===== config.mk =====
export PLATFORM = sky130hd
export DESIGN_NAME = pixel_streamer
export DESIGN_NICKNAME = d
export VERILOG_FILES = /design/src/rtl/pixel_stream_pkg.sv /design/src/rtl/pix_skid_fifo.sv /design/src/rtl/pixel_streamer.sv
export SDC_FILE = /design/constraint.sdc
export NUM_CORES = 1
export LEC_CHECK = 0
export ABC_AREA = 1
export ABC_CLOCK_PERIOD_IN_PS = 6800
export CAP_MARGIN = 30
export CORE_AREA = 2 2 81 83
export DETAILED_ROUTE_END_ITERATION = 10
export DIE_AREA = 0 0 83 85
export GPL_ROUTABILITY_DRIVEN = 0
export PLACE_DENSITY = 0.57
export SLEW_MARGIN = 10
export SYNTH_ARGS = -nofsm -noshare
export SYNTH_HDL_FRONTEND = slang
export SYNTH_SLANG_ARGS = --single-unit

===== constraint.sdc =====
create_clock -name clk -period 6.8 [get_ports clk]
set_input_delay 1.7 -clock clk [delete_from_list [all_inputs] [get_ports clk]]
set_output_delay 1.7 -clock clk [all_outputs]
set_load 0.1 [all_outputs]

===== src/rtl/pixel_stream_pkg.sv =====
// Shared types for the pixel streamer: FSM state encoding and the
// per-pixel sideband flag bundle that travels with each pixel.
package pixel_stream_pkg;

    typedef enum logic [1:0] {
        ST_IDLE   = 2'd0,
        ST_FETCH  = 2'd1,
        ST_DRAIN  = 2'd2,
        ST_FINISH = 2'd3
    } state_t;

    typedef struct packed {
        logic sof;
        logic eol;
        logic eof;
    } flags_t;

endpackage


===== src/rtl/pix_skid_fifo.sv =====
// Two-entry FIFO holding a pixel plus its sideband flags; the head entry
// stays put until popped, which keeps the output stable under backpressure.
module pix_skid_fifo
    import pixel_stream_pkg::*;
#(
    parameter int DW = 8
) (
    input  logic          clk,
    input  logic          rst,
    input  logic          i_push,
    input  logic [DW-1:0] i_data,
    input  flags_t        i_flags,
    input  logic          i_pop,
    output logic [DW-1:0] o_data,
    output flags_t        o_flags,
    output logic          o_full,
    output logic          o_empty,
    output logic [1:0]    o_count
);

    logic [DW-1:0] r_data [2];
    flags_t        r_flags [2];
    logic          r_wr;
    logic          r_rd;
    logic [1:0]    r_cnt;
    logic          w_push;
    logic          w_pop;

    assign w_pop  = i_pop && (r_cnt != 2'd0);
    assign w_push = i_push && ((r_cnt != 2'd2) || w_pop);

    always_ff @(posedge clk) begin
        if (rst) begin
            r_wr       <= 1'b0;
            r_rd       <= 1'b0;
            r_cnt      <= 2'd0;
            r_data[0]  <= '0;
            r_data[1]  <= '0;
            r_flags[0] <= '0;
            r_flags[1] <= '0;
        end else begin
            if (w_push) begin
                r_data[r_wr]  <= i_data;
                r_flags[r_wr] <= i_flags;
                r_wr          <= ~r_wr;
            end
            if (w_pop) begin
                r_rd <= ~r_rd;
            end
            r_cnt <= r_cnt + {1'b0, w_push} - {1'b0, w_pop};
        end
    end

    assign o_data  = r_data[r_rd];
    assign o_flags = r_flags[r_rd];
    assign o_full  = (r_cnt == 2'd2);
    assign o_empty = (r_cnt == 2'd0);
    assign o_count = r_cnt;

endmodule


===== src/rtl/pixel_streamer.sv =====
// Streams a frame from memory in raster order through a 2-entry FIFO.
// Define PIXEL_STREAMER_PAD_EN to emit a one-pixel zero border.
module pixel_streamer
    import pixel_stream_pkg::*;
#(
    parameter int DATA_WIDTH = 8,
    parameter int IMG_W      = 8,
    parameter int IMG_H      = 8,
    parameter int ADDR_WIDTH = 6
) (
    input  logic                  clk,
    input  logic                  rst,
    input  logic                  start,
    output logic                  mem_rd_en,
    output logic [ADDR_WIDTH-1:0] mem_addr,
    input  logic [DATA_WIDTH-1:0] mem_rdata,
    output logic [DATA_WIDTH-1:0] pixel_out,
    output logic                  valid_out,
    input  logic                  ready_in,
    output logic                  sof,
    output logic                  eol,
    output logic                  eof,
    output logic                  busy,
    output logic                  done
);

`ifdef PIXEL_STREAMER_PAD_EN
    localparam int FW = IMG_W + 2;
    localparam int FH = IMG_H + 2;
`else
    localparam int FW = IMG_W;
    localparam int FH = IMG_H;
`endif
    localparam int CW = $clog2(FW);
    localparam int RW = $clog2(FH);

    state_t                r_state;
    state_t                w_next;
    logic [CW-1:0]         r_col;
    logic [RW-1:0]         r_row;
    logic [ADDR_WIDTH-1:0] r_addr;
    logic                  r_inflight;
    logic                  r_pend_pad;
    flags_t                r_pend_flags;

    logic                  w_slot;
    logic                  w_read;
    logic                  w_pad;
    logic                  w_eol;
    logic                  w_last;
    logic                  w_push;
    logic                  w_pop;
    logic                  w_valid;
    logic                  w_empty;
    logic                  w_full;
    logic [1:0]            w_cnt;
    logic [2:0]            w_credit;
    flags_t                w_slot_flags;
    flags_t                w_head_flags;
    logic [DATA_WIDTH-1:0] w_head_data;
    logic [DATA_WIDTH-1:0] w_push_data;

    assign w_eol  = (r_col == CW'(FW - 1));
    assign w_last = w_eol && (r_row == RW'(FH - 1));

`ifdef PIXEL_STREAMER_PAD_EN
    assign w_pad = (r_col == '0) || w_eol ||
                   (r_row == '0) || (r_row == RW'(FH - 1));
    assign w_push_data = r_pend_pad ? '0 : mem_rdata;
`else
    assign w_pad = 1'b0;
    assign w_push_data = mem_rdata;
`endif

    assign w_slot_flags.sof = (r_col == '0) && (r_row == '0);
    assign w_slot_flags.eol = w_eol;
    assign w_slot_flags.eof = w_last;

    // Credit counts occupancy left after this cycle's pop, so a steady
    // ready_in keeps one pixel per cycle without ever overfilling.
    assign w_valid  = !w_empty && !rst;
    assign w_pop    = w_valid && ready_in;
    assign w_credit = 3'(w_cnt) - 3'(w_pop) + 3'(r_inflight);
    assign w_slot   = (r_state == ST_FETCH) && (w_credit < 3'd2);
    assign w_read   = w_slot && !w_pad;
    assign w_push   = r_inflight && !rst;

    always_ff @(posedge clk) begin
        if (rst) begin
            r_state      <= ST_IDLE;
            r_col        <= '0;
            r_row        <= '0;
            r_addr       <= '0;
            r_inflight   <= 1'b0;
            r_pend_pad   <= 1'b0;
            r_pend_flags <= '0;
        end else begin
            r_state    <= w_next;
            r_inflight <= w_slot;
            if (w_slot) begin
                r_pend_flags <= w_slot_flags;
                r_pend_pad   <= w_pad;
                if (w_last) begin
                    r_col <= '0;
                    r_row <= '0;
                end else if (w_eol) begin
                    r_col <= '0;
                    r_row <= r_row + RW'(1);
                end else begin
                    r_col <= r_col + CW'(1);
                end
                if (w_last) begin
                    r_addr <= '0;
                end else if (w_read) begin
                    r_addr <= r_addr + ADDR_WIDTH'(1);
                end
            end
        end
    end

    always_comb begin
        w_next = r_state;
        unique case (r_state)
            ST_IDLE:   if (start) w_next = ST_FETCH;
            ST_FETCH:  if (w_slot && w_last) w_next = ST_DRAIN;
            ST_DRAIN:  if (w_credit == 3'd0) w_next = ST_FINISH;
            ST_FINISH: w_next = ST_IDLE;
            default:   w_next = ST_IDLE;
        endcase
    end

    pix_skid_fifo #(
        .DW (DATA_WIDTH)
    ) u_fifo (
        .clk     (clk),
        .rst     (rst),
        .i_push  (w_push),
        .i_data  (w_push_data),
        .i_flags (r_pend_flags),
        .i_pop   (w_pop),
        .o_data  (w_head_data),
        .o_flags (w_head_flags),
        .o_full  (w_full),
        .o_empty (w_empty),
        .o_count (w_cnt)
    );

    assign mem_rd_en = w_read && !rst;
    assign mem_addr  = rst ? '0 : r_addr;
    assign valid_out = w_valid;
    assign pixel_out = w_valid ? w_head_data : '0;
    assign sof       = w_valid && w_head_flags.sof;
    assign eol       = w_valid && w_head_flags.eol;
    assign eof       = w_valid && w_head_flags.eof;
    assign busy      = !rst && (r_state != ST_IDLE);
    assign done      = !rst && (r_state == ST_FINISH);

    logic w_unused;
    assign w_unused = w_full;

endmodule

==> results.cfg <==
[outcome]
status = complete, no violations

[synthesis]
netlist_area_um2 = 2374
syn-num-nets = 306
ys_types = 30
syn_avg_cell_area_um2 = 8.569
ys_warn_count = 0
netlist_instances = 277
yosys_register_bits = 45
yosysTopAreaCell = edfxtp_1
yosysSeqAreaShare_pct = 47.23
synth_area_leaders = edfxtp_1 (28%), dfxtp_1 (19%), inv_1 (8.7%)
synth_top_area_share_pct = 27.83

[sta]
setup_viol_count_final = 0
max_slew_margin_pct = 64.77
max_freq_mhz = 160.6
finalMaxSlewViolations = 0
finalClockSkew_ns = 0.004786
holdWs_ns = 0.4661
final_hold_viol_count = 0
post-route-period-util_pct = 91.57
worstMarginPinSlew_ns = 0.5271
finalWorstSetupSlack_ns = 0.5729
fin_tns_setup_ns = 0
rsz0062_at_grt = false
fin_crit_ns = 6.227

[clock_tree]
cts.sinks = 45
ctsHoldBuffers = 0
cts_resized = 0
root_buffer = clkbuf_8
numCtsBuffers = 5
cts_max_level = 2
clock_latency_ns = 0.30
cts_tree = yes
postCtsSetupBuffers = 0
path_clk_slew_ns = 0.08
clk_path_buf_depth = 2

[worst_setup_path]
crit_cells = 14
crit_family = buffers and inverters
worst-path-max-fanout = 15
cp_slowest_cell = clkdlybuf4s50_1
path_cells = clkdlybuf4s50_1, a21oi_4, nand2_2, inv_1, ha_1, inv_1, ha_1, inv_1, fa_1, nand3_1, nor2_4, inv_2, nor2_1, buf_12
slowest_delay_ns = 0.52
worst_r2r_path_depth = 15
critical_path.endpoint_type = output pin
crit_type = in2out
path_common_cell = inv_1
crit_buf_inv = 6
cp-start-kind = primary input
cp.arrival_ns = 4.53
crit_required_ns = 5.10

[final_layout]
final_cell_mix = inv_1 (55), nand2_1 (43), nor2_1 (39), dfxtp_1 (23)
syn_to_final_growth_pct = 19.45
design_area_um2 = 2835
nets = 339
n_antenna_cell = 0
fill_cells = 615
drive_gt1_share_pct = 18.97
layout_commonest_cell = inv_1

[pwr]
powerDensity_nw_per_um2 = 300.7
p_leak_nw = 1.326
irDropWorstVdd_v = 0.0001767

[run]
drv_cap = 0

[grt]
grt_pass1_wl_um = 7072
grt.total_usage_pct = 12.25
grt_start_max_net_pins = 23
gr-total-overflow = 0
antenna_found_initial = 0
grt_pass1_vias = 1601

[drt]
viasPerCell = 4.407
drc = 0
wl_um = 4130
num_vias = 1710
postRouteAntennaNets = 0
wl_per_cell_um = 10.64
drtIter0Drc = 84
drt_pass1_iterations = 4

[die]
initial_core_util_pct = 38.25
row_count = 29
die_h_um = 85
die_area_um2 = 7055
chipWidth_um = 83
ios = 33
core_area_um2 = 6205

[place]
post-dp-hpwl_um = 2900
portBuffers = 32
pre_cts_slack_ns = 0.5867
placed_cell_area_um2 = 2720

[worst_hold_path]
worstHoldPathCells = 2
hold_class = reg2reg
==> metrics by stage <==
stage	utilization [%]	cells	power, mW
detailed placement	43.84	380	0.6559
global route	45.69	388	0.9074
finish	45.69	388	0.8527
floorplan	-	277	0.5949
CTS	45.69	388	0.8624
global placement	43.84	380	0.6536
==> cells in the mapped netlist <==
cell type / n
a21oi_1: 16
a21oi_4: 1
and2_4: 1
buf_1: 1
buf_2: 3
buf_4: 1
buf_6: 1
clkbuf_1: 2
clkinv_1: 1
dfxtp_1: 23
edfxtp_1: 22
fa_1: 1
ha_1: 16
inv_1: 55
inv_2: 2
mux2_2: 11
nand2_1: 43
nand2_2: 2
nand3_1: 12
nand3_2: 1
nand4_1: 3
nor2_1: 39
nor2_2: 9
nor2_4: 1
nor3_1: 1
o21ai_0: 3
o21ai_1: 2
o21bai_1: 1
xnor2_1: 1
xor2_1: 2
==> metal layers <==
| layer | GRT usage [%] | part of all wire (%) |
|---|---|---|
| met5 | 0 | 0 |
| met2 | 21.55 | 48 |
| met3 | 2.529 | 3.1 |
| met1 | 15.08 | 48 |
| met4 | 4.024 | 1.2 |
==> power breakdown <==
part	internal [mW]	switching (mW)
registers	0.323	0.0236
logic	0.0929	0.209
clock network	0.110	0.0946
total	0.526	0.327
==> worst paths after layout <==
path / startpoint / endpoint / slack (ns)
worst max-delay path: rst / mem_rd_en / 0.57
worst min-delay path: r_pend_flags[0] / r_pend_flags[0] / 0.47
worst max register to register: u_fifo.o_count[1] / r_addr[1] / 3.86
worst min register to register: r_pend_flags[0] / r_pend_flags[0] / 0.47
==> cell families (layout without fill, tap and decap cells) <==
kind of cell,after synthesis,after routing,share of synthesized area [%]
AOI/OAI and AO/OA,23,23,5.430
xor gates and xnor gates,3,3,1.107
adders and majority gates,17,17,9.278
buffers and inverters,66,100,11.07
DFF,45,45,47.23
muxes,11,11,5.219
and+or+nand+nor,112,112,20.66
==> flip-flops by register name, summed over array words and instances (netlist names), named ones only <==
signal and cells:
r_row 3, u_fifo.o_count 2, r_state 2, r_pend_flags 3, r_inflight 1, u_fifo.r_data 16, u_fifo.r_wr 1, u_fifo.r_flags 6
r_col 3, r_addr 6, u_fifo.r_rd 1
==> worst register-to-register path, cell delays in order, from the launching register on <==
cell     delay [ns]
dfxtp_1        0.45
inv_2          0.10
a21oi_4        0.17
nand2_2        0.10
inv_1          0.07
ha_1           0.22
inv_1          0.06
ha_1           0.13
inv_1          0.05
fa_1           0.51
nand3_1        0.14
nor2_4         0.30
inv_2          0.17
nor2_1         0.26
nand3_1        0.11
nand2_1        0.07
==> final cells by class <==
| cell class | instances | area, µm² | share of cell area [%] |
|---|---|---|---|
| timing repair buffer | 34 | 295.3 | 10.41 |
| clock inverter | 3 | 46.29 | 1.633 |
| inverter | 58 | 217.7 | 7.679 |
| multi-input combinational | 166 | 989.7 | 34.91 |
| clock buffer | 5 | 68.82 | 2.427 |
| tap | 77 | 96.34 | 3.398 |
| sequential | 45 | 1121 | 39.54 |
(Power assumes the default switching activity.)
